File: src/rtl/jt10_adpcm_rom_arb.sv
// Shares one ADPCM sample-ROM read port between ADPCM-A and ADPCM-B (round-robin on ties, 1-byte B cache).
// ROM reads deliver ok 3+ cycles after the request, B cache hits 1 cycle after; rom_cs is held until rom_ok.
module jt10_adpcm_rom_arb #(
  parameter int AW = 24
) (
  input  logic          clk,
  input  logic          rst_n,
  input  logic          a_req,
  input  logic [AW-1:0] a_addr,
  output logic [7:0]    a_data,
  output logic          a_ok,
  input  logic          b_req,
  input  logic [AW-1:0] b_addr,
  input  logic          b_flush,
  output logic [7:0]    b_data,
  output logic          b_ok,
  output logic          rom_cs,
  output logic [AW-1:0] rom_addr,
  input  logic [7:0]    rom_data,
  input  logic          rom_ok
);

  typedef enum logic [1:0] {IDLE, A_RD, B_RD} state_t;

  state_t        state_q, state_d;
  logic          rom_cs_q, rom_cs_d;
  logic [AW-1:0] rom_addr_q, rom_addr_d;
  logic          a_ok_q, a_ok_d, b_ok_q, b_ok_d;
  logic [7:0]    a_data_q, a_data_d, b_data_q, b_data_d;
  logic          cache_vld_q, cache_vld_d;
  logic [AW-1:0] cache_addr_q, cache_addr_d;
  logic [7:0]    cache_data_q, cache_data_d;
  logic          last_b_q, last_b_d;
  logic          a_srv_q, a_srv_d, b_srv_q, b_srv_d;

  logic a_pend, b_pend, b_hit, b_miss;

  // The ok cycle itself is excluded so a held request is not served twice before srv registers.
  assign a_pend = a_req & ~a_srv_q & ~a_ok_q;
  assign b_pend = b_req & ~b_srv_q & ~b_ok_q;
  assign b_hit  = b_pend & cache_vld_q & ~b_flush & (cache_addr_q == b_addr);
  assign b_miss = b_pend & ~b_hit;

  always_comb begin
    state_d      = state_q;
    rom_cs_d     = rom_cs_q;
    rom_addr_d   = rom_addr_q;
    a_ok_d       = 1'b0;
    b_ok_d       = 1'b0;
    a_data_d     = a_data_q;
    b_data_d     = b_data_q;
    cache_vld_d  = cache_vld_q & ~b_flush;
    cache_addr_d = cache_addr_q;
    cache_data_d = cache_data_q;
    last_b_d     = last_b_q;
    a_srv_d      = a_req & (a_srv_q | a_ok_q);
    b_srv_d      = b_req & (b_srv_q | b_ok_q);

    case (state_q)
      IDLE: begin
        if (b_hit) begin
          b_data_d = cache_data_q;
          b_ok_d   = 1'b1;
        end
        // On a tie with a B miss, A wins only if B was granted last.
        if (a_pend && (!b_miss || last_b_q)) begin
          rom_addr_d = a_addr;
          rom_cs_d   = 1'b1;
          last_b_d   = 1'b0;
          state_d    = A_RD;
        end else if (b_miss) begin
          rom_addr_d = b_addr;
          rom_cs_d   = 1'b1;
          last_b_d   = 1'b1;
          state_d    = B_RD;
        end
      end
      A_RD: begin
        if (rom_ok) begin
          a_data_d = rom_data;
          a_ok_d   = 1'b1;
          rom_cs_d = 1'b0;
          state_d  = IDLE;
        end
      end
      B_RD: begin
        if (rom_ok) begin
          b_data_d = rom_data;
          b_ok_d   = 1'b1;
          rom_cs_d = 1'b0;
          state_d  = IDLE;
          if (!b_flush) begin
            cache_vld_d  = 1'b1;
            cache_addr_d = rom_addr_q;
            cache_data_d = rom_data;
          end
        end
      end
      default: begin
        rom_cs_d = 1'b0;
        state_d  = IDLE;
      end
    endcase
  end

  always_ff @(posedge clk or negedge rst_n) begin
    if (!rst_n) begin
      state_q      <= IDLE;
      rom_cs_q     <= 1'b0;
      rom_addr_q   <= '0;
      a_ok_q       <= 1'b0;
      b_ok_q       <= 1'b0;
      a_data_q     <= 8'h00;
      b_data_q     <= 8'h00;
      cache_vld_q  <= 1'b0;
      cache_addr_q <= '0;
      cache_data_q <= 8'h00;
      last_b_q     <= 1'b1;
      a_srv_q      <= 1'b0;
      b_srv_q      <= 1'b0;
    end else begin
      state_q      <= state_d;
      rom_cs_q     <= rom_cs_d;
      rom_addr_q   <= rom_addr_d;
      a_ok_q       <= a_ok_d;
      b_ok_q       <= b_ok_d;
      a_data_q     <= a_data_d;
      b_data_q     <= b_data_d;
      cache_vld_q  <= cache_vld_d;
      cache_addr_q <= cache_addr_d;
      cache_data_q <= cache_data_d;
      last_b_q     <= last_b_d;
      a_srv_q      <= a_srv_d;
      b_srv_q      <= b_srv_d;
    end
  end

  assign rom_cs   = rom_cs_q;
  assign rom_addr = rom_addr_q;
  assign a_ok     = a_ok_q;
  assign b_ok     = b_ok_q;
  assign a_data   = a_data_q;
  assign b_data   = b_data_q;

endmodule

File: config.mk
export PLATFORM = sky130hd
export DESIGN_NAME = jt10_adpcm_rom_arb
export DESIGN_NICKNAME = d
export VERILOG_FILES = /design/src/rtl/jt10_adpcm_rom_arb.sv
export SDC_FILE = /design/constraint.sdc
export NUM_CORES = 1
export LEC_CHECK = 0
export ABC_AREA = 1
export ABC_CLOCK_PERIOD_IN_PS = 2690
export BUFFER_PORTS_ARGS = -buffer_cell sky130_fd_sc_hd__buf_4
export CORE_ASPECT_RATIO = 1.1
export CORE_MARGIN = 2
export CORE_UTILIZATION = 59
export CTS_BUF_LIST = sky130_fd_sc_hd__clkbuf_4 sky130_fd_sc_hd__clkbuf_8
export DETAILED_ROUTE_END_ITERATION = 10
export PLACE_DENSITY = 0.88
export SYNTH_ARGS = -nofsm -noshare
export SYNTH_HDL_FRONTEND = slang
export SYNTH_SLANG_ARGS = --single-unit
File: constraint.sdc
create_clock -name clk -period 2.69 [get_ports clk]
set_clock_uncertainty 0.1 [all_clocks]
set_input_delay 0.4035 -clock clk [delete_from_list [all_inputs] [get_ports clk]]
set_output_delay 0.4035 -clock clk [all_outputs]
set_load 0.01 [all_outputs]
# Yosys cells after proc, flatten, opt, wreduce, memory -nomap -nowiden
# Cells that the tools add are included.
classes:
  eq_ne: 7
  n_mux: 21
  bitwise_logic: 19
  n_reduce_logical: 12
op_table:
  columns: ["cell", "count"]
  rows:
  - ["$mux W24", 2]
  - ["$eq A24 B24 Y1", 1]
  - ["$mux W8", 2]
  - ["$pmux W8 S2", 1]
  - ["$and A1 B1 Y1", 11]
  - ["$mux W1", 10]
  - ["$mux W2", 3]
  - ["$not A1 Y1", 6]
  - ["$reduce_and A2 Y1", 3]
  - ["$reduce_and A3 Y1", 2]
  - ["$ne A2 B2 Y1 const B", 2]
  - ["$pmux W1 S2", 2]
  - ["$pmux W2 S2", 1]
  - ["$reduce_bool A2 Y1", 2]
  - ["$ne A3 B3 Y1 const B", 1]
  - ["$eq A2 B1 Y1 const B", 1]
  - ["$eq A2 B2 Y1 const B", 1]
  - ["$logic_not A2 Y1", 1]
  - ["$ne A2 B1 Y1 const B", 1]
  - ["$or A1 B1 Y1", 2]
  - ["$reduce_or A2 Y1", 1]
  - ["$logic_and A1 B1 Y1", 1]
  - ["$logic_not A1 Y1", 1]
  - ["$logic_or A1 B1 Y1", 1]
word_totals:
  regBits: 81
  input_bits: 62
  out_inout_bits: 43
  word_cells: 72

# Longest topological paths before layout
# Gate-level depths: netlist of the first run.
logic_depth:
  word_depth: 13
  mapped_depth: 13
  depth_no_buf: 12

# Worst setup path before layout of the first run
# Ideal clock, no wire load.
synth_timing:
  path_type: "reg2reg"
  from: "register state_q[0]"
  to: "register cache_addr_q[3]"
  setup_ns: 0.125
  arrival_ns: 1.621
  t_required_ns: 2.465
  slack_ns: 0.844
  stages_incl_launch_ff: 9
  n_path_buf: 3
  period_less_slack_ns: 1.846
  path_cell_list: "dfrtp_1 > inv_1 > ha_1 > buf_4 > nand2_1 > or2_2 > buf_2 > buf_6 > mux2_2"
synth_between:
  elab_chain_cells: 2
synth_rtl:
  columns: ["element", "line_no", "source"]
  rows:
  - ["start: declaration", "25", "state_t state_q, state_d;"]
  - ["start signal: assignment", "122", "state_q <= state_d;"]
  - ["$eq A2 B2 Y1", "59", "case (state_q)"]
  - ["$reduce_and A3 Y1 (no source line)", null, null]
  - ["end signal: assignment", "130", "cache_addr_q <= cache_addr_d;"]
  - ["end: declaration", "31", "logic [AW-1:0] cache_addr_q, cache_addr_d;"]
# No other way between the ends.
# A chain may end at the register's enable or synchronous reset.

# Worst setup path after layout of the first run
layout_timing:
  from: "register cache_addr_q[6]"
  to: "register rom_addr_q[19], in the netlist rom_addr[19]"
layout_between:
  elab_chain_cells: 9
  word_cells_on_any_way: 10
  classes_between: "eq/ne (1); mux (1); bitwise (3); reduce/logical (5)"
layout_rtl:
  columns: ["element", "line_no", "source"]
  rows:
  - ["$eq A24 B24 Y1 *", "41", "assign b_hit = b_pend & cache_vld_q & ~b_flush & (cache_addr_q == b_addr);"]
  - ["$and A1 B1 Y1 *", "41", null]
  - ["$not A1 Y1 *", "42", "assign b_miss = b_pend & ~b_hit;"]
  - ["$and A1 B1 Y1 *", "42", null]
  - ["$logic_not A1 Y1", "66", "if (a_pend && (!b_miss || last_b_q)) begin"]
  - ["$logic_or A1 B1 Y1", "66", null]
  - ["$logic_and A1 B1 Y1", "66", null]
  - ["$reduce_bool A2 Y1 (no source line)", null, null]
  - ["$reduce_and A2 Y1 (no source line)", null, null]
  - ["end signal: assignment", "124", "rom_addr_q <= rom_addr_d;"]
  - ["end: declaration", "27", "logic [AW-1:0] rom_addr_q, rom_addr_d;"]
# Every way passes the cells marked *; elsewhere a longest branch is shown, timed or not.

==> impl_metrics.py, run 1 <==
metrics = {
    "status": {
        "status": "finished, final reports clean",
    },
    "cts": {
        "cts_max_level": 3,
        "hold_buffers": 1,
        "path_clk_slew_ns": 0.08,
        "root_buffer": "clkbuf_8",
        "numCtsBuffers": 9,
        "post_cts_buffers": 0,
        "post_cts_resized": 0,
        "numClockSinks": 81,
        "clock_latency_ns": 0.35,
        "cts_buffer_depth": 2,
        "cts_tree": "built",
    },
    "routing": {
        "drc_errors": 0,
        "drt_wl_total_mm": 9.87,
        "ant_nets": 0,
        "drtPass1Iterations": 5,
        "wl_per_cell_um": 13.9,
        "first_iter_violations": 295,
        "vias": 3710,
        "vias_per_cell": 5.23,
    },
    "die": {
        "die_x_um": 83.6,
        "rows": 31,
        "dieArea_mm2": 0.00765,
        "ios": 105,
        "start_util_pct": 61.6,
        "design.core.area_mm2": 0.00667,
        "die_y_um": 91.5,
    },
    "sta": {
        "drv_slew": 0,
        "rsz0062_at_grt": "false",
        "tns_ns": 0,
        "finalCritPeriodShare_pct": 80.5,
        "slew_headroom_pct": 49.2,
        "tightest_slew_ns": 0.760,
        "layout_setup_ws_ns": 0.525,
        "hold-worst-slack_ns": 0.125,
        "setup_viol": 0,
        "timing.fmax_mhz": 462,
        "timing.final.hold_violations": 0,
        "layout_min_cycle_time_ns": 2.17,
    },
    "synth": {
        "synthCells": 522,
        "syn_area_per_cell_um2": 7.87,
        "netlist_area_mm2": 0.00411,
        "synth_top_cell_area_share_pct": 48.7,
        "yosys-top-cells-area": "dfrtp_1 (49%), nand2_1 (14%), inv_1 (7.2%)",
        "yosysSeqAreaShare_pct": 49.3,
        "synth_cell_types": 26,
        "ys_seq_elements": 81,
        "synth_fp_nets": 587,
        "yosys.area.top_type": "dfrtp_1",
        "yosys_warnings": 0,
    },
    "power_and_ir_drop": {
        "p_total_mw": 5.48,
        "power_density_mw_per_mm2": 1070,
        "ir_worst_vdd_v": 0.000673,
        "leakagePower_nw": 2.87,
    },
    "global_route": {
        "grt_overflow": 0,
        "grt_pass1_vias": 3614,
        "grt_max_degree": 51,
        "grt_usage_pct": 26.5,
        "antenna_found_initial": 0,
        "grt_pass1_wl_mm": 16.3,
    },
    "cells_and_area": {
        "seqCellArea_mm2": 0.00203,
        "final_area_mm2": 0.00512,
        "drive_above_1_share_pct": 24.8,
        "final_common_cell": "nand2_1",
        "fin_util_pct": 76.8,
        "area_growth_pct": 24.7,
        "n_fill_cell": 472,
        "fin_nets": 688,
        "antenna_cells": 0,
        "final_cell_mix": "nand2_1 (156), buf_4 (108), dfrtp_1 (80)",
        "fin_cells": 710,
        "multi_input_area_mm2": 0.00163,
    },
    "placement": {
        "post-place-ws_ns": 0.443,
        "io_buffers": 104,
        "dp_cells": 693,
        "placed_cell_area_mm2": 0.00491,
        "place_hpwl_mm": 6.97,
        "place_congestion": 0.827,
    },
    "job": {
        "cap_violations": 0,
    },
    "critical_path": {
        "cp_max_fo": 26,
        "crit_arrival_ns": 2.34,
        "start_kind": "flip-flop",
        "critPathKind": "flip-flop to flip-flop",
        "crit_required_ns": 2.87,
        "endpoint_kind": "flip-flop",
    },
    "min_path": {
        "hp-class": "primary input to flip-flop",
    },
}
final cells by class:
| type | instances | share of cell area [%] |
|---|---|---|
| tap | 82 | 2.00 |
| inverter | 85 | 6.23 |
| multi-input combinational | 336 | 31.9 |
| sequential | 81 | 39.6 |
| timing repair buffer | 110 | 16.4 |
| clock buffer | 11 | 2.83 |
| clock inverter | 5 | 1.07 |
final timing paths:
check,start,endpoint,slack (ns),cells after the start
max,cache_addr_q[6]$_DFFE_PN0P_,rom_addr[19]$_DFFE_PN0P_,0.52,12
min,b_flush,cache_vld_q$_DFF_PN0_,0.13,2
max reg2reg,cache_addr_q[6]$_DFFE_PN0P_,rom_addr[19]$_DFFE_PN0P_,0.52,12
max in group asynchronous,rst_n,last_b_q$_DFFE_PN1P_,1.31,3
min in group asynchronous,rst_n,cache_data_q[0]$_DFFE_PN0P_,0.51,2
min reg2reg,cache_data_q[1]$_DFFE_PN0P_,cache_data_q[1]$_DFFE_PN0P_,0.40,2
routing by layer:
layer | vias to the layer above | routed length [um] | global-route usage [%]
met4 | 0 | 257 | 12.5
met2 | 154 | 4960 | 44.8
li1 | 1808 | - | -
met3 | 23 | 650 | 4.18
met1 | 1725 | 4000 | 33.3
met5 | - | 0 | 0
state kept, by name, indices dropped and copies added, names as in the netlist:
name	flops
rom_cs	1
cache_vld_q	1
cache_data_q	8
state_q	2
a_srv_q	1
cache_addr_q	24
a_ok	1
last_b_q	1
rom_addr	24
b_data	8
b_ok	1
a_data	8
b_srv_q	1
synthesized netlist by cell type:
library cell	number
a21oi_2	2
dfstp_2	1
nand2_2	1
inv_1	79
nand2_4	3
a21oi_4	2
or2_2	1
nand3_4	2
nor2_2	3
nor2_1	37
o21a_1	2
ha_1	3
o21ai_1	4
inv_2	6
dfrtp_1	80
o21ai_0	27
buf_6	4
mux2_2	9
nor3_4	1
nand3_1	56
clkbuf_1	7
buf_2	4
a21oi_1	22
nand2_1	156
xnor2_1	5
buf_4	5
cells by family after synthesis:
family,share of synthesized area (%)
buffers and inverters,10.9
adder cells (fa/ha/maj),0.913
multiplexers,2.47
AO/OA/AOI/OAI,8.04
XOR/XNOR,1.07
flip-flops,49.3
AND/OR/NAND/NOR,27.3
critical path: stages, from the launching register on:
cell	delay, ns
dfrtp_1	0.36
inv_1	0.06
nand2_1	0.08
nand2_1	0.09
nor2_1	0.14
nand3_1	0.11
nor2_2	0.13
nand3_4	0.14
nand3_4	0.27
nand2_4	0.27
nand2_1	0.15
nand3_1	0.08
nand2_1	0.10
power by group:
| group | internal (mW) | switching (mW) |
|---|---|---|
| Clock | 0.462 | 0.435 |
| Combinational | 1.03 | 1.35 |
| Sequential | 1.80 | 0.397 |
(Power assumes the default switching activity.)
==> run 2: changes to the inputs <==
==> config.mk (replaced) <==
export PLATFORM = sky130hd
export DESIGN_NAME = jt10_adpcm_rom_arb
export DESIGN_NICKNAME = d
export VERILOG_FILES = /design/src/rtl/jt10_adpcm_rom_arb.sv
export SDC_FILE = /design/constraint.sdc
export NUM_CORES = 1
export LEC_CHECK = 0
export ABC_AREA = 0
export ABC_CLOCK_PERIOD_IN_PS = 2150
export BUFFER_PORTS_ARGS = -buffer_cell sky130_fd_sc_hd__buf_4
export CORE_ASPECT_RATIO = 1.1
export CORE_MARGIN = 2
export CORE_UTILIZATION = 54
export CTS_BUF_LIST = sky130_fd_sc_hd__clkbuf_4 sky130_fd_sc_hd__clkbuf_8
export DETAILED_ROUTE_END_ITERATION = 10
export PLACE_DENSITY = 0.83
export SYNTH_ARGS = -nofsm -noshare
export SYNTH_HDL_FRONTEND = slang
export SYNTH_SLANG_ARGS = --single-unit
==> constraint.sdc (replaced) <==
create_clock -name clk -period 2.15 [get_ports clk]
set_clock_uncertainty 0.1 [all_clocks]
set_input_delay 0.3225 -clock clk [delete_from_list [all_inputs] [get_ports clk]]
set_output_delay 0.3225 -clock clk [all_outputs]
set_load 0.01 [all_outputs]
==> run 2 against run 1 <==
  * Via count shrank 25%
  * First-iteration DRC count shrank 67%
  * Die area shrank 2.4%
  * The run now ends with negative setup slack left
  * Non-clock buffer count grew 18
  * Area after synthesis shrank 11%
==> impl_metrics.py, run 2 <==
metrics = {
    "synth": {
        "synth_fp_nets": 367,
        "netlist_area_mm2": 0.00367,
        "syn_area_per_cell_um2": 12.1,
        "synth_top_cell_area_share_pct": 54.6,
        "synth_cell_types": 34,
        "synth-edff-count": 0,
        "synthArstFlopShare_pct": 100,
        "synth.most_common_cell": "dfrtp_1",
        "ys_top_cells_by_count": "dfrtp_1 (80), mux2_2 (39), nand2_1 (39)",
        "synth_flop_cell": "dfrtp_1",
        "yosys.area.top_type": "dfrtp_1",
        "ys_seq_elements": 81,
        "synthCells": 302,
        "yosys-top-cells-area": "dfrtp_1 (55%), mux2_2 (12%), mux2i_1 (8.7%)",
        "yosysSeqAreaShare_pct": 55.3,
        "yosys_warnings": 0,
    },
    "cts": {
        "numClockSinks": 81,
        "cts_buffer_depth": 2,
        "clock_latency_ns": 0.35,
        "numCtsBuffers": 9,
        "cts_tree": "built",
        "cts_max_level": 3,
        "path_clk_slew_ns": 0.08,
        "root_buffer": "clkbuf_8",
    },
    "critical_path": {
        "crit_required_ns": 2.28,
        "cp_max_fo": 13,
        "critPathKind": "flip-flop to flip-flop",
        "crit_chain": "xnor2_1 -> nand4_1 -> nor4_4 -> and2_4 -> o31a_4 -> buf_12 -> mux2i_1 -> o21ai_1",
        "start_kind": "flip-flop",
        "cpPeakStageDelay_ns": 0.40,
        "endpoint_kind": "flip-flop",
        "crit_arrival_ns": 2.36,
        "slowest_stage": "dfrtp_1",
    },
    "cells_and_area": {
        "final_common_cell": "buf_4",
        "fin_nets": 492,
        "fin_cells": 514,
        "final_cell_mix": "buf_4 (114), dfrtp_1 (80), mux2_2 (39)",
        "drive_above_1_share_pct": 46.3,
        "final_area_mm2": 0.00508,
        "area_growth_pct": 38.4,
        "antenna_cells": 0,
    },
    "die": {
        "die_y_um": 90.4,
        "rows": 31,
        "ios": 105,
        "dieArea_mm2": 0.00747,
        "die_x_um": 82.6,
        "design.core.area_mm2": 0.00659,
        "start_util_pct": 55.6,
    },
    "status": {
        "violations": "negative setup slack",
        "status": "complete, but fails checks",
    },
    "routing": {
        "ant_nets": 0,
        "wl_per_cell_um": 17.2,
        "first_iter_violations": 98,
        "vias": 2773,
        "drt_wl_total_mm": 8.84,
        "drc_errors": 0,
        "drtPass1Iterations": 4,
        "vias_per_cell": 5.39,
    },
    "placement": {
        "io_buffers": 104,
        "place_hpwl_mm": 5.86,
        "dp_cells": 489,
        "placed_cell_area_mm2": 0.00465,
        "place_congestion": 0.791,
    },
    "sta": {
        "timing.fmax_mhz": 450,
        "drv_slew": 0,
        "rsz0062_at_grt": "true",
        "layout_setup_ws_ns": -0.0739,
        "tightest_slew_ns": 0.497,
        "tns_ns": -0.955,
        "timing.final.hold_violations": 0,
        "hold-worst-slack_ns": 0.0255,
        "slew_headroom_pct": 66.8,
        "finalCritPeriodShare_pct": 103,
        "setup_viol": 25,
        "layout_min_cycle_time_ns": 2.22,
    },
    "global_route": {
        "grt_overflow": 0,
        "grt_pass1_vias": 2624,
        "grt_pass1_wl_mm": 12.6,
        "grt_usage_pct": 22.2,
        "grt_max_degree": 46,
        "antenna_found_initial": 0,
    },
    "power_and_ir_drop": {
        "leakagePower_nw": 2.41,
        "ir_worst_vdd_v": 0.000871,
        "p_total_mw": 7.08,
        "power_density_mw_per_mm2": 1390,
    },
    "job": {
        "cap_violations": 0,
    },
    "min_path": {
        "hp-class": "primary input to flip-flop",
    },
}
[run 2: cell count changes after synthesis, moves of 6 or more]
| cell | before | now |
|---|---|---|
| nor2_1 | 37 | 3 |
| nand3_1 | 56 | 2 |
| nand4_1 | 0 | 6 |
| inv_2 | 6 | 0 |
| inv_1 | 79 | 5 |
| xnor2_1 | 5 | 23 |
| mux2_2 | 9 | 39 |
| o21ai_1 | 4 | 19 |
| mux2i_1 | 0 | 32 |
| nand2_1 | 156 | 39 |
| a21oi_1 | 22 | 3 |
| o21ai_0 | 27 | 17 |
[run 2: metrics by stage]
| step | util (%) | worst slack (ns) |
|---|---|---|
| after detailed placement | 70.5 | -0.0814 |
| after floorplan | - | 0.0209 |
| after global placement | 70.5 | -0.00870 |
| after CTS | 73.8 | -0.0208 |
| final | 77.0 | -0.0739 |
| after global routing | 77.0 | -0.200 |
[run 2: worst paths after layout]
kind / startpoint / to / slack [ns] / cells past startpoint
min in group asynchronous: rst_n / a_data[2]$_DFFE_PN0P_ / 0.38 / 2
max in group asynchronous: rst_n / last_b_q$_DFFE_PN1P_ / 0.90 / 3
min: b_flush / cache_vld_q$_DFF_PN0_ / 0.03 / 2
max reg2reg: cache_addr_q[23]$_DFFE_PN0P_ / rom_addr[16]$_DFFE_PN0P_ / -0.07 / 8
max: cache_addr_q[23]$_DFFE_PN0P_ / rom_addr[16]$_DFFE_PN0P_ / -0.07 / 8
min reg2reg: b_data[5]$_DFFE_PN0P_ / b_data[5]$_DFFE_PN0P_ / 0.39 / 2
[run 2: cell type report]
type	count	area [um^2]
clock buffer	9	124
clock inverter	7	71.3
fill	408	1520
inverter	5	18.8
multi-input combinational	202	1630
sequential	81	2030
tap	82	103
timing repair buffer	128	1100
[run 2: timing repair]
action | 4_1_cts | 5_1_grt
resized for setup | 3 | 28
pin swaps | 0 | 6
gates cloned | 0 | 4
endpoints found under the setup margin | 24 | 35
setup buffers | 1 | 3
endpoints found under the hold margin | 36 | 0
hold buffers | 1 | 0
[run 2: cell families (layout without fill, tap and decap cells)]
family | count (synthesis) | count (layout) | synth area share, %
muxes | 72 | 72 | 21.0
buffers and inverters | 19 | 149 | 2.90
DFF | 81 | 81 | 55.3
adders and majority gates | 3 | 3 | 1.02
AOI/OAI and AO/OA | 43 | 43 | 6.48
xor gates and xnor gates | 24 | 24 | 5.73
and+or+nand+nor | 60 | 60 | 7.57
[run 2: routing by layer]
layer  global-route usage, %  wire, um  vias up
met5                       0         0        -
met4                    8.61       170        0
met3                    4.30       358       17
met2                    35.8      4670       88
met1                    29.3      3640     1364
li1                        -         -     1304
[run 2: worst max-delay path, delay by kind of cell (launching register included)]
family,cells,cell delay [ns]
simple gates,3,0.79
flops,1,0.40
compound gates,2,0.24
mux,1,0.23
xor+xnor,1,0.17
buf+inv,1,0.17
[run 2: power breakdown]
group / switching [mW] / internal (mW) / leakage (nW) / total [mW]
registers: 0.485 / 2.25 / 1.00 / 2.73
logic: 1.45 / 1.80 / 1.31 / 3.25
clock network: 0.561 / 0.534 / 0.0912 / 1.10
